### src/rtl/data_mem_arbiter.sv
// ---------------------------------------------------------------------------
// data_mem_arbiter
//
// Shares a 2**ADDR_W x DATA_W data memory (two registered read ports, one
// write port) between two requesters:
//   requester A (index 0) = core load/store unit
//   requester B (index 1) = loader / debug port
//
// Each requester presents a command with a valid/ready handshake. A command
// is either a write (addr1 + wdata) or a dual read (addr1 + addr2). Grants
// are round-robin, so under continuous contention they alternate A,B,A,B.
// A read returns both words together with a one-cycle rsp_valid pulse to the
// requester that issued it.
//
// Operation sequence:
//   IDLE  : pick a requester, raise its ready, latch its command at the edge
//   ISSUE : drive the memory for exactly one cycle (mem_enable_o = 1)
//   WAIT  : reads only; memory data is valid, forward it and pulse rsp_valid
//
// Ports
//   clk_i                     rising-edge clock
//   rst_i                     synchronous active-high reset
//   a_/b_valid_i              requester has a command
//   a_/b_write_i              1 = write, 0 = dual read
//   a_/b_addr1_i              read address 1, or the write address
//   a_/b_addr2_i              read address 2 (unused for writes)
//   a_/b_wdata_i              write data
//   a_/b_ready_o              command accepted this cycle
//   a_/b_rsp_valid_o          one-cycle pulse: rsp_data1_o/rsp_data2_o valid
//   rsp_data1_o, rsp_data2_o  read data, shared by both requesters
//   mem_enable_o              memory enable
//   mem_read_writenot_o       1 = read, 0 = write
//   mem_read_address1_o/2_o   memory read addresses
//   mem_write_address_o       memory write address
//   mem_in_data_o             memory write data
//   mem_out_data1_i/2_i       memory read data (registered by the memory at
//                             the ISSUE edge)
// ---------------------------------------------------------------------------
module data_mem_arbiter #(
   parameter int ADDR_W = 6,
   parameter int DATA_W = 8
) (
   input  logic              clk_i,
   input  logic              rst_i,
   // requester A
   input  logic              a_valid_i,
   input  logic              a_write_i,
   input  logic [ADDR_W-1:0] a_addr1_i,
   input  logic [ADDR_W-1:0] a_addr2_i,
   input  logic [DATA_W-1:0] a_wdata_i,
   output logic              a_ready_o,
   output logic              a_rsp_valid_o,
   // requester B
   input  logic              b_valid_i,
   input  logic              b_write_i,
   input  logic [ADDR_W-1:0] b_addr1_i,
   input  logic [ADDR_W-1:0] b_addr2_i,
   input  logic [DATA_W-1:0] b_wdata_i,
   output logic              b_ready_o,
   output logic              b_rsp_valid_o,
   // shared response data
   output logic [DATA_W-1:0] rsp_data1_o,
   output logic [DATA_W-1:0] rsp_data2_o,
   // memory side
   output logic              mem_enable_o,
   output logic              mem_read_writenot_o,
   output logic [ADDR_W-1:0] mem_read_address1_o,
   output logic [ADDR_W-1:0] mem_read_address2_o,
   output logic [ADDR_W-1:0] mem_write_address_o,
   output logic [DATA_W-1:0] mem_in_data_o,
   input  logic [DATA_W-1:0] mem_out_data1_i,
   input  logic [DATA_W-1:0] mem_out_data2_i
);

   localparam logic GNT_A = 1'b0;
   localparam logic GNT_B = 1'b1;

   typedef enum logic [1:0] {
      ST_IDLE  = 2'd0,
      ST_ISSUE = 2'd1,
      ST_WAIT  = 2'd2
   } state_t;

   state_t state_q, state_d;

   // Requesters gathered into two-entry vectors so the selection logic can
   // index by grant id instead of duplicating per-requester muxes.
   logic [1:0]        req_valid;
   logic [1:0]        req_write;
   logic [ADDR_W-1:0] req_addr1 [2];
   logic [ADDR_W-1:0] req_addr2 [2];
   logic [DATA_W-1:0] req_wdata [2];

   assign req_valid    = {b_valid_i, a_valid_i};
   assign req_write    = {b_write_i, a_write_i};
   assign req_addr1[0] = a_addr1_i;
   assign req_addr1[1] = b_addr1_i;
   assign req_addr2[0] = a_addr2_i;
   assign req_addr2[1] = b_addr2_i;
   assign req_wdata[0] = a_wdata_i;
   assign req_wdata[1] = b_wdata_i;

   // Latched command and bookkeeping
   logic              last_grant_q;   // requester served most recently
   logic              gnt_q;          // requester owning the current operation
   logic              rwn_q;          // drives mem_read_writenot_o directly
   logic [ADDR_W-1:0] addr1_q;
   logic [ADDR_W-1:0] addr2_q;
   logic [DATA_W-1:0] wdata_q;
   logic [DATA_W-1:0] rsp_data1_q;
   logic [DATA_W-1:0] rsp_data2_q;

   // Arbitration
   logic grant_valid;
   logic grant_id;
   logic accept;

   always_comb begin
      grant_valid = 1'b0;
      grant_id    = GNT_A;
      if (req_valid[0] && req_valid[1]) begin
         // Contention: whoever was not served last time wins.
         grant_valid = 1'b1;
         grant_id    = (last_grant_q == GNT_A) ? GNT_B : GNT_A;
      end else if (req_valid[0]) begin
         grant_valid = 1'b1;
         grant_id    = GNT_A;
      end else if (req_valid[1]) begin
         grant_valid = 1'b1;
         grant_id    = GNT_B;
      end
   end

   // A reset cycle never accepts: the command would be discarded at the edge
   // anyway, so advertising ready would lie to the requester.
   assign accept = (state_q == ST_IDLE) && grant_valid && !rst_i;

   // FSM: state register
   always_ff @(posedge clk_i) begin
      if (rst_i) begin
         state_q <= ST_IDLE;
      end else begin
         state_q <= state_d;
      end
   end

   // FSM: next-state logic
   always_comb begin
      state_d = state_q;
      case (state_q)
         ST_IDLE: begin
            if (accept) begin
               state_d = ST_ISSUE;
            end
         end
         ST_ISSUE: begin
            // Writes complete at the issue edge; reads need one more cycle
            // for the registered memory output.
            state_d = rwn_q ? ST_WAIT : ST_IDLE;
         end
         ST_WAIT: begin
            state_d = ST_IDLE;
         end
         default: begin
            state_d = ST_IDLE;
         end
      endcase
   end

   // Command latch, round-robin history and read-data holding registers.
   // The latched command feeds the memory pins directly, so mem_* only move
   // on acceptance and otherwise hold their last values.
   always_ff @(posedge clk_i) begin
      if (rst_i) begin
         last_grant_q <= GNT_B;   // A wins the first contest after reset
         gnt_q        <= GNT_A;
         rwn_q        <= 1'b0;
         addr1_q      <= '0;
         addr2_q      <= '0;
         wdata_q      <= '0;
         rsp_data1_q  <= '0;
         rsp_data2_q  <= '0;
      end else begin
         if (accept) begin
            gnt_q   <= grant_id;
            rwn_q   <= ~req_write[grant_id];
            addr1_q <= req_addr1[grant_id];
            addr2_q <= req_addr2[grant_id];
            wdata_q <= req_wdata[grant_id];
         end
         if (state_q == ST_ISSUE) begin
            last_grant_q <= gnt_q;
         end
         if (state_q == ST_WAIT) begin
            rsp_data1_q <= mem_out_data1_i;
            rsp_data2_q <= mem_out_data2_i;
         end
      end
   end

   // FSM: outputs
   logic [1:0] ready_vec;
   logic [1:0] rsp_vec;
   logic       mem_enable;
   logic       rsp_fire;

   always_comb begin
      // Reset aborts whatever is in flight: no memory access and no response
      // pulse in the reset cycle itself.
      mem_enable = (state_q == ST_ISSUE) && !rst_i;
      rsp_fire   = (state_q == ST_WAIT)  && !rst_i;
   end

   genvar gi;
   generate
      for (gi = 0; gi < 2; gi++) begin : g_req
         assign ready_vec[gi] = accept   && (grant_id == 1'(gi));
         assign rsp_vec[gi]   = rsp_fire && (gnt_q    == 1'(gi));
      end
   endgenerate

   assign a_ready_o     = ready_vec[0];
   assign b_ready_o     = ready_vec[1];
   assign a_rsp_valid_o = rsp_vec[0];
   assign b_rsp_valid_o = rsp_vec[1];

   // In WAIT the memory output is forwarded straight through so data lines up
   // with rsp_valid; afterwards the captured copy holds it until the next read.
   assign rsp_data1_o = rsp_fire ? mem_out_data1_i : rsp_data1_q;
   assign rsp_data2_o = rsp_fire ? mem_out_data2_i : rsp_data2_q;

   assign mem_enable_o        = mem_enable;
   assign mem_read_writenot_o = rwn_q;
   assign mem_read_address1_o = addr1_q;
   assign mem_read_address2_o = addr2_q;
   assign mem_write_address_o = addr1_q;
   assign mem_in_data_o       = wdata_q;

endmodule

### config.mk
export PLATFORM = sky130hd
export DESIGN_NAME = data_mem_arbiter
export DESIGN_NICKNAME = d
export VERILOG_FILES = /design/src/rtl/data_mem_arbiter.sv
export SDC_FILE = /design/constraint.sdc
export NUM_CORES = 1
export LEC_CHECK = 0
export CAP_MARGIN = 15
export CORE_MARGIN = 2
export CORE_UTILIZATION = 41
export DETAILED_ROUTE_END_ITERATION = 16
export PLACE_DENSITY = 0.86
export RECOVER_POWER = 50
export SLEW_MARGIN = 20
export SYNTH_ARGS = -nofsm -noshare
export SYNTH_HDL_FRONTEND = slang
export SYNTH_SLANG_ARGS = --single-unit
### constraint.sdc
create_clock -name clk_i -period 2.41 [get_ports clk_i]
set_input_delay 0.241 -clock clk_i [delete_from_list [all_inputs] [get_ports clk_i]]
set_output_delay 0.241 -clock clk_i [all_outputs]
set_load 0.05 [all_outputs]
Word-level counts from Yosys, hierarchy flattened

Index checks and enable logic that the tools add are counted.

Bits in read-only memories: 0
Logic and storage cells: 51
Flip-flop bits (word level): 41
Latch bits: 0
Memories kept: 0
Bits in writable memories: 0

$mul: 0
Eq/ne operators: 3
Shift-type cells: 0
Add/sub/neg operators: 0
Reduce and logical (&&, ||, !) cells: 11
Bitwise logic cells: 4
Magnitude comparators: 2
Div/mod/pow operators: 0
Muxes and demuxes: 22

Operators by type and width:

| kind               | count |
|---|---|
| $mux 8             | 5 |
| $mux 6             | 6 |
| $logic_and 1x1->1  | 9 |
| $mux 1             | 8 |
| $mux 2             | 2 |
| $pmux 2 s2         | 1 |
| $not 1->1          | 3 |
| $eq 2x1->1 const B | 1 |
| $eq 2x2->1 const B | 1 |
| $ge 2x2->1 const B | 1 |
| $logic_not 2->1    | 1 |
| $lt 1x2->1 const B | 1 |
| $ne 2x2->1 const B | 1 |
| $not 1->2          | 1 |
| $logic_not 1->1    | 1 |

Longest topological paths before layout

Gate-level depths: netlist (run 1).

Word-level depth: 7
Mapped depth: 6
Gate-level depth less buffers: 4

Worst setup path before layout (run 1)

Ideal clock, no wire load.

Path kind: reg-to-output
Start point: reg state_q[0]
End point: out a_rsp_valid_o
Setup slack: 568 ps
Arrival time: 1601 ps
Data required time: 2169 ps
Cell stages (with the launch flop): 6
Cell sequence: dfxtp_1 > inv_1 > and3_1 > buf_2 > buf_2 > nor2b_1

Longest elaborated chain between the ends: 3

Ends and longest elaborated chain:

| item                   | line | text |
|---|---|---|
| from (decl)            | 84   | `state_t state_q, state_d;` |
| from (signal assigned) | 143  | `state_q <= state_d;` |
| $eq 2x2->1             | 211  | `rsp_fire = (state_q == ST_WAIT) && !rst_i;` |
| $logic_and 1x1->1      | 211  |  |
| $logic_and 1x1->1      | 218  | `assign rsp_vec[gi] = rsp_fire && (gnt_q == 1'(gi));` |
| to (decl)              | 52   | `output logic a_rsp_valid_o,` |

Every way passes these cells.

Worst setup path after layout (run 1)

Start point: in rst_i
End point: out rsp_data1_o[1]

Longest elaborated chain between the ends: 3

Ends and longest elaborated chain:

| item              | line | text |
|---|---|---|
| from (decl)       | 44   | `input logic rst_i,` |
| $logic_not 1->1   | 211  |  |
| $logic_and 1x1->1 | 211  |  |
| $mux 8            | 229  | `assign rsp_data1_o = rsp_fire ? mem_out_data1_i : rsp_data1_q;` |
| to (decl)         | 62   | `output logic [DATA_W-1:0] rsp_data1_o,` |

Every way passes these cells.

==> flow_summary.yaml, run 1 <==
synthesis:
  synth_top_area_share_pct: 41.8
  synthCells: 200
  synth_area_um2: 1960
  synthArstFlopShare_pct: 0
  synth.yosys.warnings: 0
  netlist_top_cells_count: "dfxtp_1, nand2_1, a311oi_1, a31oi_1, a22o_1"
  synth.most_common_cell: "dfxtp_1"
  synthDistinctLibCells: 32
  syn_area_per_cell_um2: 9.82
  synth_area_leaders: "dfxtp_1, mux2_4, a311oi_1, a22o_1, nand2_1"
  synth_top_area_cell: "dfxtp_1"
  synth_ff_type: "dfxtp_1"
  synth_edf_count: 0
  ys_ff_latch: 41
  yosysSeqAreaShare_pct: 41.8
  syn-num-nets: 262
sta:
  hold_slack_ns: 0.469
  clock_skew_ns: 0.00675
  setup_viol: 0
  slew_headroom_pct: 18.0
  max_freq_mhz: 456
  fin_crit_ns: 2.19
  min_period_over_period_pct: 91.1
  drv_slew: 0
  finalSetupTns_ns: 0
  finalHoldViolations: 0
  tightest_slew_ns: 1.23
  rsz0062_at_grt: "no"
finish:
  nNetsFinal: 360
  num_antenna_cells: 0
  drive_above_1_share_pct: 17.7
  final_cells: 353
  area_growth_pct: 64.9
die:
  die-width_um: 73.2
  die-area_um2: 5360
  die_y_um: 73.2
  fp.coreArea_um2: 4660
  start_util_pct: 42.1
  rows: 25
  io_pins: 110
power:
  irDropWorstVdd_v: 0.000350
  pwr_density_cell_nw_per_um2: 529
  p_leak_nw: 1.27
worst_setup_path:
  slowest_delay_ns: 0.57
  crit_chain: "dlygate4sd3_1 > inv_2 > and3_1 > buf_12 > mux2_2 > buf_4"
  r2r_slack_ns: 0.69
  rr_worst_depth: 3
  cp-start-kind: "input port"
  cp-end-kind: "output pin"
  worstPathRequired_ns: 2.17
  critPathKind: "input port to output pin"
  cp.arrival_ns: 1.95
  worstReg2RegStart: "state_q[0]$_SDFFE_PP0P_"
  r2r-end: "rsp_data2_q[1]$_SDFFE_PP0N_"
  slowest_stage: "dlygate4sd3_1"
  crit_path_max_fanout: 30
clocking:
  cts.hold.buffers_added: 0
  cts_max_path_buffers: 2
  ctsResizeCount: 0
  clkSinkCount: 41
  clk_pin_slew_worst_paths_ns: 0.07
  clkLatencyLatePin_ns: 0.29
  post_cts_buffers: 0
  numCtsBuffers: 5
  cts_tree: "built"
  root_buffer: "clkbuf_8"
  htreeDepth: 2
min_path:
  worstHoldStart: "mem_in_data_o[0]$_SDFFE_PP0P_"
  hold_end: "mem_in_data_o[0]$_SDFFE_PP0P_"
  min_path_cells: 1
  min_path_type: "register to register"
route:
  drt-initial-drc-count: 79
  viasPerCell: 5.35
  wl_mm: 5.34
  post-route-drc-count: 0
  wire_per_inst_um: 15.1
  ant_nets: 0
  wl_met2_mm: 2.58
  met1Wirelength_mm: 2.26
  vias: 1888
  top_layer: "met4"
  first_pass_iters: 4
  dr_wl_met3_um: 430
global_routing:
  grt_pass1_vias: 1821
  antenna_found_initial: 0
  grt_max_degree: 31
  grt_overflow: 0
  grt_pass1_wl_mm: 8.45
  grt_util_all_layers_pct: 20.3
place:
  place_inst: 345
  numPortBuffers: 109
  gp_congestion: 0.757
  hpwl_mm: 3.96
outcome:
  outcome: "completed"
flow_run:
  cap_viol_max_count: 0
[registers in the layout, summed over array words and instances (netlist names)]
signal / count
mem_in_data_o: 8
gnt_q: 1
mem_read_address1_o: 6
mem_read_address2_o: 6
state_q: 2
last_grant_q: 1
rsp_data1_q: 8
rsp_data2_q: 8
mem_read_writenot_o: 1
[cell usage in the layout (no fill, tap or decap), types with 4 or more instances in the layout]
cell type / instances
nand2_1: 36
mux2_2: 5
a311oi_1: 17
mux2i_1: 4
dlygate4sd3_1: 4
mux2_4: 10
dfxtp_1: 41
buf_12: 17
a22o_1: 16
a31oi_1: 17
clkbuf_8: 5
buf_4: 8
clkdlybuf4s50_1: 84
nor2_1: 4
[layer usage]
| metal | global-route usage, % | vias up |
|---|---|---|
| li1 | - | 932 |
| met1 | 24.4 | 872 |
| met2 | 34.1 | 76 |
| met3 | 5.80 | 8 |
| met4 | 8.02 | 0 |
| met5 | 0 | - |
[logic make-up after synthesis]
| kind of cell | Yosys count | synth area share [%] |
|---|---|---|
| AND/OR/NAND/NOR | 49 | 11.1 |
| buffers and inverters | 28 | 9.37 |
| flip-flops | 41 | 41.8 |
| multiplexers | 21 | 13.7 |
| AO/OA/AOI/OAI | 61 | 24.0 |
[critical path, delay by kind of cell]
kind / cells / cell delay (ns)
simple gates: 1 / 0.28
mux: 1 / 0.37
buf+inv: 4 / 1.05
[final cells by class]
class / count / area, um^2
fillers: 354 / 1420
repair buffers: 115 / 1290
multi-input cells: 131 / 958
flip-flops and latches: 41 / 821
clock buffers: 6 / 72.6
well taps: 54 / 67.6
inverters: 4 / 20.0
clock inverters: 2 / 10.0
[worst max path at each step]
stage	startpoint	to
after CTS	rst_i	rsp_data1_o[1]
after global routing	rst_i	rsp_data1_o[1]
after global placement	rst_i	rsp_data2_q[1]$_SDFFE_PP0N_
after detailed placement	rst_i	rsp_data2_q[3]$_SDFFE_PP0N_
final	rst_i	rsp_data1_o[1]
after floorplan	state_q[0]$_SDFFE_PP0P_	a_rsp_valid_o
[where the power goes]
group | switching, mW | internal (mW) | leakage, nW
Sequential | 0.0253 | 0.717 | 0.335
Combinational | 0.307 | 0.234 | 0.894
Clock | 0.228 | 0.201 | 0.0450
Total | 0.560 | 1.15 | 1.27
[stage by stage]
stage | worst slack [ns] | area (um^2) | total power [mW] | utilization (%)
floorplan | 0.568 | 1960 | 1.08 | -
global placement | 0.318 | 3180 | 1.30 | 68.1
detailed placement | 0.197 | 3180 | 1.31 | 68.1
CTS | 0.343 | 3260 | 1.74 | 69.9
global route | 0.163 | 3240 | 1.79 | 69.5
finish | 0.215 | 3240 | 1.71 | 69.5
No activity file was read; power rests on OpenSTA's default activity.
==> run 2, diff against run 1 <==
- ABC_AREA: unset -> 1
- CTS_CLUSTER_DIAMETER: unset -> 120
==> run 2 against run 1 <==
Final cell count is 24% higher. Count of clock-buffer cells in the layout is 1 higher. Non-clock buffer count is 1 higher. Synthesized cell count is 43% higher. Critical endpoint is now mem_enable_o. Clock power is 32% higher. First-iteration DRC count is 30% higher. Register-to-register slack better by 0.03 ns. Setup slack better by 0.17 ns. Sequential power is 2.7% lower.
==> flow_summary.yaml, run 2 <==
outcome:
  outcome: "completed"
clocking:
  cts.hold.buffers_added: 0
  cts_tree: "built"
  post_cts_buffers: 0
  ctsResizeCount: 0
  clk_pin_slew_worst_paths_ns: 0.08
  cts_max_path_buffers: 2
  clkSinkCount: 41
  clkLatencyLatePin_ns: 0.29
  root_buffer: "clkbuf_8"
  numCtsBuffers: 5
  htreeDepth: 2
synthesis:
  synth-xor-area-share_pct: 0
  synthArstFlopShare_pct: 0
  synth_top_family_by_area: "simple AND/OR/NAND/NOR gates"
  synthDistinctLibCells: 17
  synth_simple_gate_area_share_pct: 29.1
  synth.most_common_cell: "nand2_1"
  synth_compound_area_share_pct: 16.3
  ys_ff_latch: 41
  synth_ff_type: "dfxtp_1"
  synthCells: 285
  synth_area_leaders: "dfxtp_1, nand2_1, o31ai_1, a21oi_1, nand3_1"
  netlist_top_cells_count: "nand2_1, dfxtp_1, inv_1"
  synth_top_area_share_pct: 41.8
  syn-num-nets: 347
  synth_area_um2: 1960
  syn_area_per_cell_um2: 6.88
  synth_fa_ha_area_share_pct: 0
  yosysSeqAreaShare_pct: 41.8
  synth.yosys.warnings: 0
  synth_edf_count: 0
  synth_top_area_cell: "dfxtp_1"
  yosys-mux-area-fraction_pct: 0
worst_setup_path:
  cp.arrival_ns: 1.78
  startpoint: "state_q[1]$_SDFFE_PP0P_"
  rr_worst_depth: 6
  worstPathRequired_ns: 2.17
  cp-end-kind: "output pin"
  r2r-end: "mem_in_data_o[7]$_SDFFE_PP0P_"
  worstReg2RegStart: "state_q[0]$_SDFFE_PP0P_"
  cp-start-kind: "register"
  crit_end: "mem_enable_o"
  critPathKind: "register to output pin"
  crit_path_max_fanout: 4
  r2r_slack_ns: 0.72
finish:
  mostFrequentLayoutCells: "nand2_1, clkdlybuf4s50_1, dfxtp_1"
  area_growth_pct: 69.3
  drive_above_1_share_pct: 9.11
  fillers: 353
  num_antenna_cells: 0
  layout_commonest_cell: "nand2_1"
  nNetsFinal: 445
  finalInstanceArea_um2: 3320
place:
  placed_cell_area_um2: 3210
  gp_congestion: 0.729
  hpwl_mm: 4.18
  numPortBuffers: 109
min_path:
  worstHoldStart: "rst_i"
  min_path_type: "input port to register"
route:
  post-route-drc-count: 0
  viasPerCell: 4.95
  first_pass_iters: 4
  drt-initial-drc-count: 103
  wire_per_inst_um: 12.9
  vias: 2170
  ant_nets: 0
  wl_mm: 5.66
die:
  die-area_um2: 5350
  start_util_pct: 42.1
  die-width_um: 73.2
  rows: 25
  die_y_um: 73.2
  io_pins: 110
  fp.coreArea_um2: 4660
sta:
  finalSetupTns_ns: 0
  fin_crit_ns: 2.03
  max_freq_mhz: 494
  tightest_slew_ns: 1.09
  finalHoldViolations: 0
  slew_headroom_pct: 27.2
  drv_slew: 0
  setup_viol: 0
  clock_skew_ns: 0.00412
  rsz0062_at_grt: "no"
  min_period_over_period_pct: 84.0
global_routing:
  grt_overflow: 0
  antenna_found_initial: 0
  grt_max_degree: 34
  grt_pass1_vias: 2052
  grt_pass1_wl_mm: 9.18
  grt_util_all_layers_pct: 22.1
power:
  p_leak_nw: 1.35
  irDropWorstVdd_v: 0.000322
  pwr_density_cell_nw_per_um2: 519
flow_run:
  cap_viol_max_count: 0
-- run 2: changes by cell type after synthesis, moves of 5 or more --
| cell | change |
|---|---|
| inv_1 | +22 |
| a21oi_1 | +20 |
| o21ai_0 | +15 |
| nand3_1 | +21 |
| a311oi_1 | -17 |
| a31oi_1 | -17 |
| nand2_1 | +71 |
| mux2_4 | -10 |
| a22o_1 | -16 |
| mux2_2 | -5 |
| o31ai_1 | +16 |
-- run 2: through the flow --
stage	hold WS, ns	total power [mW]	worst slack, ns	util (%)	cells
finish	0.382	1.72	0.385	71.3	438
global placement	0.451	1.17	0.584	68.9	430
CTS	0.380	1.74	0.368	71.4	438
global route	0.406	1.80	0.243	71.3	438
detailed placement	0.454	1.18	0.538	68.9	430
floorplan	0.367	0.986	0.458	-	285
-- run 2: layout make-up --
| class | instances | area, um^2 | share of cell area (%) |
|---|---|---|---|
| clock inverters | 1 | 30.0 | 0.904 |
| inverters | 25 | 93.8 | 2.82 |
| well taps | 54 | 67.6 | 2.03 |
| repair buffers | 116 | 1330 | 40.1 |
| multi-input cells | 194 | 892 | 26.9 |
| flip-flops and latches | 41 | 821 | 24.7 |
| clock buffers | 7 | 86.3 | 2.60 |
-- run 2: how the worst min path moves through the flow --
| stage | end | depth (start not counted) | slack (ns) |
|---|---|---|---|
| 5_1_grt | mem_read_address2_o[3]$_SDFFE_PP0P_ | 2 | 0.41 |
| 2_1_floorplan | rsp_data1_q[0]$_SDFFE_PP0N_ | 2 | 0.37 |
| 3_3_place_gp | mem_read_address2_o[0]$_SDFFE_PP0P_ | 2 | 0.45 |
| 3_5_place_dp | mem_in_data_o[6]$_SDFFE_PP0P_ | 2 | 0.45 |
| 4_1_cts | mem_read_address1_o[2]$_SDFFE_PP0P_ | 2 | 0.38 |
| 6_report | mem_read_address2_o[4]$_SDFFE_PP0P_ | 2 | 0.38 |
-- run 2: worst max-delay path, stage by stage, from the launching register on --
cell and delay, ns:
dfxtp_1 0.32, inv_1 0.12, nand2_1 0.13, nor2_1 0.11, clkdlybuf4s50_1 0.81
-- run 2: cells by family (layout without fill, tap and decap cells) --
kind of cell	count (synthesis)	after routing
and+or+nand+nor	138	138
AOI/OAI and AO/OA	56	56
buffers and inverters	50	149
DFF	41	41
-- run 2: layer usage --
metal	wire [um]	vias up	share of wire [%]	track usage, %
met1	2290	966	41	25.4
met3	441	16	7.8	6.35
li1	-	1107	-	-
met5	0	-	0	0
met4	183	0	3.2	9.47
met2	2740	81	48	37.9
-- run 2: report_power, final --
| part | total (mW) | switching, mW | internal (mW) |
|---|---|---|---|
| Combinational | 0.438 | 0.246 | 0.192 |
| Clock | 0.565 | 0.227 | 0.338 |
| Sequential | 0.722 | 0.0179 | 0.705 |
